[src/rtl/anim_pkg.sv]
// Shared constants and FSM state type for the LED animation frame store.
package anim_pkg;

  localparam int LED_WIDTH        = 16;
  localparam int FRAME_AW         = 5;
  localparam int FRAMES           = 32;
  localparam int DEBOUNCE_DEFAULT = 1000000;

  typedef enum logic [1:0] {
    ST_CLEAR,
    ST_IDLE,
    ST_WRITE,
    ST_FULL
  } rec_state_t;

endpackage

[src/rtl/btn_debounce.sv]
// Button conditioner: 2-FF synchronizer, stability counter, accepted level
// and a one-cycle pulse on each accepted press (release produces nothing).
module btn_debounce
  import anim_pkg::*;
#(
  parameter int DEBOUNCE_CYCLES = DEBOUNCE_DEFAULT
) (
  input  logic clk,
  input  logic rst,
  input  logic btn,
  output logic press
);

  localparam int CW = (DEBOUNCE_CYCLES > 1) ? $clog2(DEBOUNCE_CYCLES) : 1;
  localparam logic [CW-1:0] CNT_LAST = CW'(DEBOUNCE_CYCLES - 1);

  logic [1:0]    sync;
  logic          level;
  logic [CW-1:0] cnt;

  // The counter only runs while the synced level disagrees with the accepted one.
  always_ff @(posedge clk or negedge rst) begin
    if (!rst) begin
      sync  <= '0;
      level <= 1'b0;
      cnt   <= '0;
      press <= 1'b0;
    end else begin
      sync  <= {sync[0], btn};
      press <= 1'b0;
      if (sync[1] == level) begin
        cnt <= '0;
      end else if (cnt == CNT_LAST) begin
        cnt   <= '0;
        level <= sync[1];
        press <= sync[1];
      end else begin
        cnt <= cnt + 1'b1;
      end
    end
  end

endmodule

[src/rtl/frame_recorder.sv]
// Writer side of the LED frame store: captures switch patterns on debounced presses.
// Optional FRAME_RING_EN: captures while full overwrite the oldest frame in ring order.
module frame_recorder
  import anim_pkg::*;
#(
  parameter int WIDTH           = LED_WIDTH,
  parameter int FRAMES          = anim_pkg::FRAMES,
  parameter int AW              = FRAME_AW,
  parameter int DEBOUNCE_CYCLES = DEBOUNCE_DEFAULT
) (
  input  logic             clk,
  input  logic             rst,
  input  logic [WIDTH-1:0] sw_pattern,
  input  logic             btn_capture,
  input  logic             btn_clear,
  input  logic [AW-1:0]    fm_no,
  output logic [WIDTH-1:0] frame,
  output logic [AW:0]      frame_count,
  output logic             full,
  output logic             busy,
  output logic             wr_ack
);

  localparam logic [AW-1:0] LAST_ADDR  = AW'(FRAMES - 1);
  localparam logic [AW:0]   FULL_COUNT = (AW+1)'(FRAMES);

  rec_state_t       state;
  logic [WIDTH-1:0] sw_meta, sw_sync;
  logic             cap_ev, clr_ev;
  logic [AW-1:0]    wr_ptr, clr_ptr;
  logic [WIDTH-1:0] mem [FRAMES];
  logic             mem_we;
  logic [AW-1:0]    mem_addr;
  logic [WIDTH-1:0] mem_data;

  btn_debounce #(.DEBOUNCE_CYCLES(DEBOUNCE_CYCLES)) u_cap_db (
    .clk   (clk),
    .rst   (rst),
    .btn   (btn_capture),
    .press (cap_ev)
  );

  btn_debounce #(.DEBOUNCE_CYCLES(DEBOUNCE_CYCLES)) u_clr_db (
    .clk   (clk),
    .rst   (rst),
    .btn   (btn_clear),
    .press (clr_ev)
  );

  always_ff @(posedge clk or negedge rst) begin
    if (!rst) begin
      sw_meta <= '0;
      sw_sync <= '0;
    end else begin
      sw_meta <= sw_pattern;
      sw_sync <= sw_meta;
    end
  end

  always_comb begin
    mem_we   = 1'b0;
    mem_addr = wr_ptr;
    mem_data = sw_sync;
    case (state)
      ST_CLEAR: begin
        mem_we   = 1'b1;
        mem_addr = clr_ptr;
        mem_data = '0;
      end
      ST_WRITE: mem_we = 1'b1;
`ifdef FRAME_RING_EN
      ST_FULL:  mem_we = cap_ev && !clr_ev;
`endif
      default:  mem_we = 1'b0;
    endcase
  end

  // Frame memory is deliberately unreset; the CLEAR sweep zeroes it.
  always_ff @(posedge clk) begin
    if (mem_we) mem[mem_addr] <= mem_data;
  end

  always_ff @(posedge clk or negedge rst) begin
    if (!rst) begin
      state       <= ST_CLEAR;
      wr_ptr      <= '0;
      clr_ptr     <= '0;
      frame_count <= '0;
      full        <= 1'b0;
      busy        <= 1'b1;
      wr_ack      <= 1'b0;
      frame       <= '0;
    end else begin
      wr_ack <= 1'b0;
      frame  <= ({1'b0, fm_no} < frame_count) ? mem[fm_no] : '0;
      case (state)
        ST_CLEAR: begin
          clr_ptr <= clr_ptr + 1'b1;
          if (clr_ptr == LAST_ADDR) begin
            frame_count <= '0;
            full        <= 1'b0;
            wr_ptr      <= '0;
            busy        <= 1'b0;
            state       <= ST_IDLE;
          end
        end
        ST_IDLE: begin
          if (clr_ev) begin
            clr_ptr <= '0;
            busy    <= 1'b1;
            state   <= ST_CLEAR;
          end else if (cap_ev) begin
            state <= ST_WRITE;
          end
        end
        ST_WRITE: begin
          wr_ptr      <= wr_ptr + 1'b1;
          frame_count <= frame_count + 1'b1;
          wr_ack      <= 1'b1;
          if ((frame_count + 1'b1) == FULL_COUNT) begin
            full  <= 1'b1;
            state <= ST_FULL;
          end else begin
            state <= ST_IDLE;
          end
        end
        ST_FULL: begin
          if (clr_ev) begin
            clr_ptr <= '0;
            busy    <= 1'b1;
            state   <= ST_CLEAR;
          end
`ifdef FRAME_RING_EN
          else if (cap_ev) begin
            wr_ptr <= wr_ptr + 1'b1;
            wr_ack <= 1'b1;
          end
`endif
        end
        default: state <= ST_CLEAR;
      endcase
    end
  end

endmodule

[config.mk]
export PLATFORM = sky130hd
export DESIGN_NAME = frame_recorder
export DESIGN_NICKNAME = d
export VERILOG_FILES = /design/src/rtl/anim_pkg.sv /design/src/rtl/btn_debounce.sv /design/src/rtl/frame_recorder.sv
export SDC_FILE = /design/constraint.sdc
export NUM_CORES = 1
export LEC_CHECK = 0
export BUFFER_PORTS_ARGS = -buffer_cell sky130_fd_sc_hd__buf_2
export CELL_PAD_IN_SITES_DETAIL_PLACEMENT = 1
export CELL_PAD_IN_SITES_GLOBAL_PLACEMENT = 1
export CORE_ASPECT_RATIO = 0.7
export CORE_MARGIN = 2
export CORE_UTILIZATION = 58
export CTS_CLUSTER_DIAMETER = 40
export DETAILED_ROUTE_END_ITERATION = 12
export PLACE_DENSITY_LB_ADDON = 0.1
export SYNTH_ARGS = -nofsm -noshare
export SYNTH_HDL_FRONTEND = slang
export SYNTH_SLANG_ARGS = --single-unit
[constraint.sdc]
create_clock -name clk -period 4.29 [get_ports clk]
set_input_delay 0.2145 -clock clk [delete_from_list [all_inputs] [get_ports clk]]
set_output_delay 0.2145 -clock clk [all_outputs]
set_load 0.05 [all_outputs]
# Word level (Yosys, flattened, before mapping)
# Memories as Yosys holds them, arrays and structs flattened.
# Index checks and enable logic that the tools add are counted.
# W data, S select, Z words.
word_totals:
  regBits: 117
  out_inout_bits: 25
  elab_cells: 85
  n_memories: 1
  ram_bits: 512
  inputBits: 25
  rom_bits: 0
  latchBits: 0
memory_table:
  columns: ["name", "depth", "width", "rd", "rd_clocked_by_memory_dff", "write_ports", "line_no", "source"]
  rows:
  - ["mem", 32, 16, 1, 0, 1, "frame_recorder.sv:31", "logic [WIDTH-1:0] mem [FRAMES];"]
op_classes:
  n_lt_le_gt_ge: 1
  mux: 32
  n_div: 0
  n_eq_ne: 14
  addsub: 5
  n_mul: 0
  bitwise_logic: 2
  reduce_logical: 12
  n_shift: 0
ops:
  columns: ["cell", "count"]
  rows:
  - ["$mux W20", 4]
  - ["$add A20 B1 Y20 const B", 2]
  - ["$eq A20 B20 Y1 const B", 2]
  - ["$mux W16", 2]
  - ["$pmux W5 S2", 2]
  - ["$mux W5", 3]
  - ["$pmux W6 S2", 1]
  - ["$mux W1", 11]
  - ["$add A5 B1 Y5 const B", 2]
  - ["$mux W2", 5]
  - ["$reduce_and A3 Y1", 3]
  - ["$pmux W2 S4", 1]
  - ["$reduce_and A2 Y1", 4]
  - ["$add A6 B1 Y6 const B", 1]
  - ["$eq A6 B6 Y1 const B", 1]
  - ["$lt A5 B6 Y1", 1]
  - ["$mux W6", 1]
  - ["$eq A5 B5 Y1 const B", 1]
  - ["$eq A2 B2 Y1 const B", 2]
  - ["$ne A2 B1 Y1 const B", 2]
  - ["$ne A2 B2 Y1 const B", 2]
  - ["$pmux W1 S2", 2]
  - ["$reduce_bool A2 Y1", 2]
  - ["$reduce_or A2 Y1", 2]
  - ["5 further kinds", 7]

# Longest topological paths before layout
depth:
  ltp_word: 5
  ltp_mapped: 9
  mapped_depth_nobuf: 7

# Cells and area by module
# Synthesis repeated with hierarchy kept, for this count alone.
unflattened:
  hier_cells: 1291
  area_unflattened_um2: 24659.9
by_module_without_submodules:
  columns: ["module", "seq_area_each_um2", "cells_each", "area_per_inst_um2", "n_inst"]
  rows:
  - ["frame_recorder", 17102.7, 1059, 22387.7, 1]
  - ["btn_debounce", 600.6, 116, 1136.1, 2]

# Least setup slack after synthesis
# Ideal clock, no wire load.
synth_path:
  path_type: "register to register"
  startpoint: "reg state[1]"
  endpoint: "mem mem[16][0] (netlist name) (enable)"
  slack_ns: 1.792
  required_ns: 3.902
  period_less_slack_ns: 2.498
  setup_ns: 0.388
  arrival_time_ns: 2.109
  stages_incl_launch_ff: 8
  n_path_buf: 2
  cell_sequence: "dfrtp_1 -> clkbuf_1 -> nor2_2 -> clkbuf_1 -> nand2_1 -> o31ai_1 -> nand2_1 -> nor2_1"
synth_between:
  elab_chain_len: 5
  elab_cells_between_ends: 7
  cone_classes: "1 x eq/ne; 4 x mux; 2 x reduce/logical"
synth_rtl:
  columns: ["item", "line_no", "source"]
  rows:
  - ["from (decl)", "frame_recorder.sv:27", "rec_state_t state;"]
  - ["from (signal assigned)", "frame_recorder.sv:85", "state <= ST_CLEAR;"]
  - ["from (signal assigned)", "frame_recorder.sv:104", "state <= ST_IDLE;"]
  - ["from (signal assigned)", "frame_recorder.sv:111", "state <= ST_CLEAR;"]
  - ["$eq A2 B2 Y1 or $logic_not A2 Y1 (tied branches)", "frame_recorder.sv:64", "case (state)"]
  - ["$reduce_or A2 Y1 (no source line)", null, null]
  - ["$mux W1", "frame_recorder.sv:64", null]
  - ["$mux W1", "frame_recorder.sv:80", "if (mem_we) mem[mem_addr] <= mem_data;"]
  - ["$mux W1 (implied by the code)", "frame_recorder.sv:80", null]
  - ["to (decl)", "frame_recorder.sv:31", null]
# Several ways; a longest one is shown, not always the timed one.

# Final worst setup path
layout_path:
  startpoint: "reg state[1]"
  endpoint: "mem mem[0][8] (netlist name) (enable)"
# The elaborated chain is that of the path after synthesis.

==> reports/qor.txt <==
status -> finished clean
Sw Pwr -> 2.797 mW
cells after synthesis -> 1463
Syn Area/Cell -> 17.02 sq um
FF+latch count, synth -> 629
Max-Cap Viols -> 0
critical path's largest stage delay -> 0.60 ns
most used cell, CP -> buf_4
WL/cell -> 29.02 um
setup violators final -> 0
RD Place Congestion -> 0.8097
yosys warns -> 0
first-pass GRT wire length -> 94230 um
R2R depth -> 6
number of global-route vias before repair -> 14580
initial antenna violation count -> 1
total CTS buffers -> 61
Fin. Hold Viols -> 0
Clk pin slew, worst setup/hold paths -> 0.07 ns
number of flops mapped to enable cells by yosys -> 512
DR vias -> 13810
hold_sp -> sw_pattern[0]
net count after synthesis -> 1498
clock share of power -> 0.436
filler instances -> 3609
Hold Crit Class -> in2reg
grt met1 use -> 0.4298
worst skew pair latency -> 0.61 ns
PwrDens -> 455.7 nW/um^2
maximum fanout along the worst path -> 27
DRT antenna net count -> 0
largest net degree at the start of global routing -> 88
Via-to-Cell Ratio -> 6.300
synthesized area -> 24900 sq um
TritonCTS clock tree -> done
GR met2 Demand/Resource -> 0.4543
Worst Path Required -> 4.57 ns
storage element area -> 18300 sq um
CP Capture Type -> flip-flop
Final Critical Period -> 2.681 ns
Rel. slew slack -> 0.3316
layout cells sized above 1 -> 0.1769
area of the multi-input gates -> 6150 sq um
Initial Util -> 0.5883
Bufs on Longest Clock Path -> 3
hpwl dp -> 38230 um
skew final -> 0.01723 ns
combinational share of power -> 0.047
DR pass1 iterations -> 5
FF-to-FF setup slack -> 1.61 ns
drt drc -> 0
Synth cell types -> 55
Worst R2R Start -> state[1]
Cell Count, Final, Fillers Out -> 2192
worst r2r dst -> mem[0][8]
Slew Limit Fails -> 0
met3 Track Usage GR -> 0.05309
internal cell power -> 10.08 mW
Flop pwr share -> 0.517
routed wire length -> 63610 um
core outline area -> 42330 sq um
Layout Area Growth over Synthesis -> 13.45%
Final period util -> 0.6249
Die W -> 251.7 um
slowest stage cell, crit path -> dfrtp_1
WHS Endpoint -> sw_meta[0]
CTS Root Cell -> clkbuf_16
Critical Path Source Type -> flip-flop
Worst VDD drop -> 397.0 uV
hold path depth -> 2
kind of critical path -> reg2reg
IO Pins -> 50
H-tree lvl count -> 2
Tot GR Track Use -> 0.2928
WP data arrival -> 2.96 ns
register area share after synthesis -> 0.7350
Achievable Freq -> 373.0 MHz
Site Rows -> 63
Clock Sinks -> 629
gr ovfl total -> 0
Die Y-Extent -> 177.4 um
Sw Share -> 0.2172
GRT busiest layer -> met2
Worst-Margin Slew -> 1.001 ns
DR iter-0 viols -> 1432
I/O Buffers -> 49
Total Nets Final -> 1621
Post-synth ARST share -> 0.1860
Top FF cell, synth -> edfxtp_1
Design Power -> 12.88 mW
Placed Cells -> 2056
P_leak -> 10.26 nW
RSZ-0062 raised after global routing -> false
setup TNS -> 0 ns
die area -> 44640 sq um
CP Cell Sequence -> nor2_2 > buf_4 > mux2i_1 > nand2_1 > nor2_1 > buf_4
[cells by family (layout without fill, tap and decap cells)]
| family | after synthesis | in the layout | share of synthesized area |
|---|---|---|---|
| flip-flops | 629 | 629 | 0.7350 |
| AND/OR/NAND/NOR | 366 | 366 | 0.07059 |
| multiplexers | 200 | 200 | 0.1136 |
| AO/OA/AOI/OAI | 131 | 131 | 0.04045 |
| buffers and inverters | 86 | 262 | 0.02095 |
| XOR/XNOR | 41 | 41 | 0.01442 |
| adder cells (fa/ha/maj) | 10 | 10 | 0.005024 |
| other | 0 | 1 | 0 |
[cells in the mapped netlist (3+ instances only)]
library cell / count / area (sq um)
inv_1: 14 / 52.55
mux2i_1: 137 / 1371
buf_12: 4 / 80.08
a31oi_1: 4 / 25.02
xnor2_1: 11 / 96.34
a211oi_1: 4 / 30.03
a2111oi_4: 4 / 110.1
nor2_1: 90 / 337.8
nand4_1: 14 / 87.58
nor4_1: 3 / 18.77
o22ai_1: 5 / 31.28
buf_2: 14 / 70.07
nor3_1: 6 / 30.03
buf_1: 4 / 15.01
o21ai_0: 16 / 80.08
nor2b_1: 22 / 137.6
nand2b_1: 34 / 212.7
a22o_1: 5 / 43.79
edfxtp_1: 512 / 15370
mux4_1: 19 / 499.2
nand3b_1: 3 / 22.52
mux4_2: 41 / 923.4
clkbuf_1: 31 / 116.4
ha_1: 10 / 125.1
mux2_2: 3 / 33.78
a22oi_1: 80 / 600.6
or2_2: 4 / 25.02
nand3_1: 70 / 350.3
nand2_1: 100 / 375.4
and4_1: 3 / 26.28
buf_4: 4 / 30.03
dfrtp_1: 116 / 2903
buf_6: 11 / 123.9
xor2_1: 30 / 262.8
a21oi_1: 6 / 30.03
and3_1: 5 / 31.28
[power groups by stage]
| stage | Sequential, mW | Clock [mW] | Combinational [mW] |
|---|---|---|---|
| floorplan | 6.82 | 0 | 0.320 |
| global placement | 6.79 | 0 | 0.562 |
| detailed placement | 6.79 | 0 | 0.581 |
| CTS | 6.66 | 5.67 | 0.599 |
| global route | 6.66 | 5.86 | 0.638 |
| finish | 6.66 | 5.61 | 0.602 |
[what timing repair did]
action / 4_1_cts / 5_1_grt
hold endpoints to repair: 103 / 0
setup endpoints to repair: 0 / 0
hold buffers: 19 / 0
gates resized for setup: 0 / 0
setup buffers: 0 / 0
[area by class of cell]
type                            instances  share of cell area
Sequential cell                       629              0.6479
Multi-Input combinational cell        748              0.2177
Clock buffer                           84             0.06373
Timing Repair Buffer                  131             0.03273
Tap cell                              552             0.02445
Clock inverter                         32             0.01143
Inverter                               15            0.001993
Antenna cell                            1          0.00008858
[metrics by stage]
| step | area [sq um] | hold WS [ns] | utilization | setup WS (ns) |
|---|---|---|---|---|
| 2_1_floorplan | 24900 | -0.08109 | - | 1.792 |
| 3_3_place_gp | 25930 | 0.3216 | 0.6127 | 1.383 |
| 3_5_place_dp | 25930 | 0.3247 | 0.6127 | 1.364 |
| 4_1_cts | 28250 | 0.2254 | 0.6673 | 1.615 |
| 5_1_grt | 28250 | 0.2455 | 0.6673 | 1.403 |
| 6_report | 28250 | 0.2463 | 0.6674 | 1.609 |
[registers in the layout (all words and copies together) (netlist names), 2 cells and up]
| signal | flops |
|---|---|
| mem | 512 |
| u_cap_db.cnt | 20 |
| u_clr_db.cnt | 20 |
| frame | 16 |
| sw_meta | 16 |
| sw_sync | 16 |
| frame_count | 6 |
| clr_ptr | 5 |
| wr_ptr | 5 |
| state | 2 |
| u_cap_db.sync | 2 |
| u_clr_db.sync | 2 |
[critical path, delay by kind of cell, from the launching register on]
family,cells,cell delay [ns]
buffers and inverters,2,0.74
AND/OR/NAND/NOR,3,0.60
flip-flops,1,0.60
multiplexers,1,0.40
[cell usage in the layout (no fill, tap or decap), types with 11 or more instances in the layout]
master	instances
nand4_1	14
mux4_1	19
inv_1	14
mux4_2	41
o21ai_0	15
nor2_1	89
nor2b_2	13
nand3_1	70
dlygate4sd3_1	19
clkbuf_1	11
nand2b_1	34
nand2_1	100
dfrtp_1	116
xnor2_1	11
clkbuf_16	67
clkinv_2	12
buf_2	47
xor2_1	30
a22oi_1	80
edfxtp_1	512
buf_4	63
mux2i_1	137
[routing by layer]
metal,wire [um],vias up
met3,4901,111
met4,1697,0
met2,29480,542
met5,0,-
met1,27530,7266
li1,-,5891
[how the worst max path moves through the flow]
stage / start / endpoint / slack [ns] / depth (start not counted)
floorplan: state[1] / mem[16][0] / 1.79 / 7
global placement: fm_no[1] / frame[1] / 1.38 / 7
detailed placement: fm_no[1] / frame[10] / 1.36 / 7
CTS: state[1] / mem[5][15] / 1.62 / 6
global route: state[1] / mem[0][12] / 1.40 / 6
finish: state[1] / mem[0][8] / 1.61 / 6
Power figures use the tool's default switching activity.
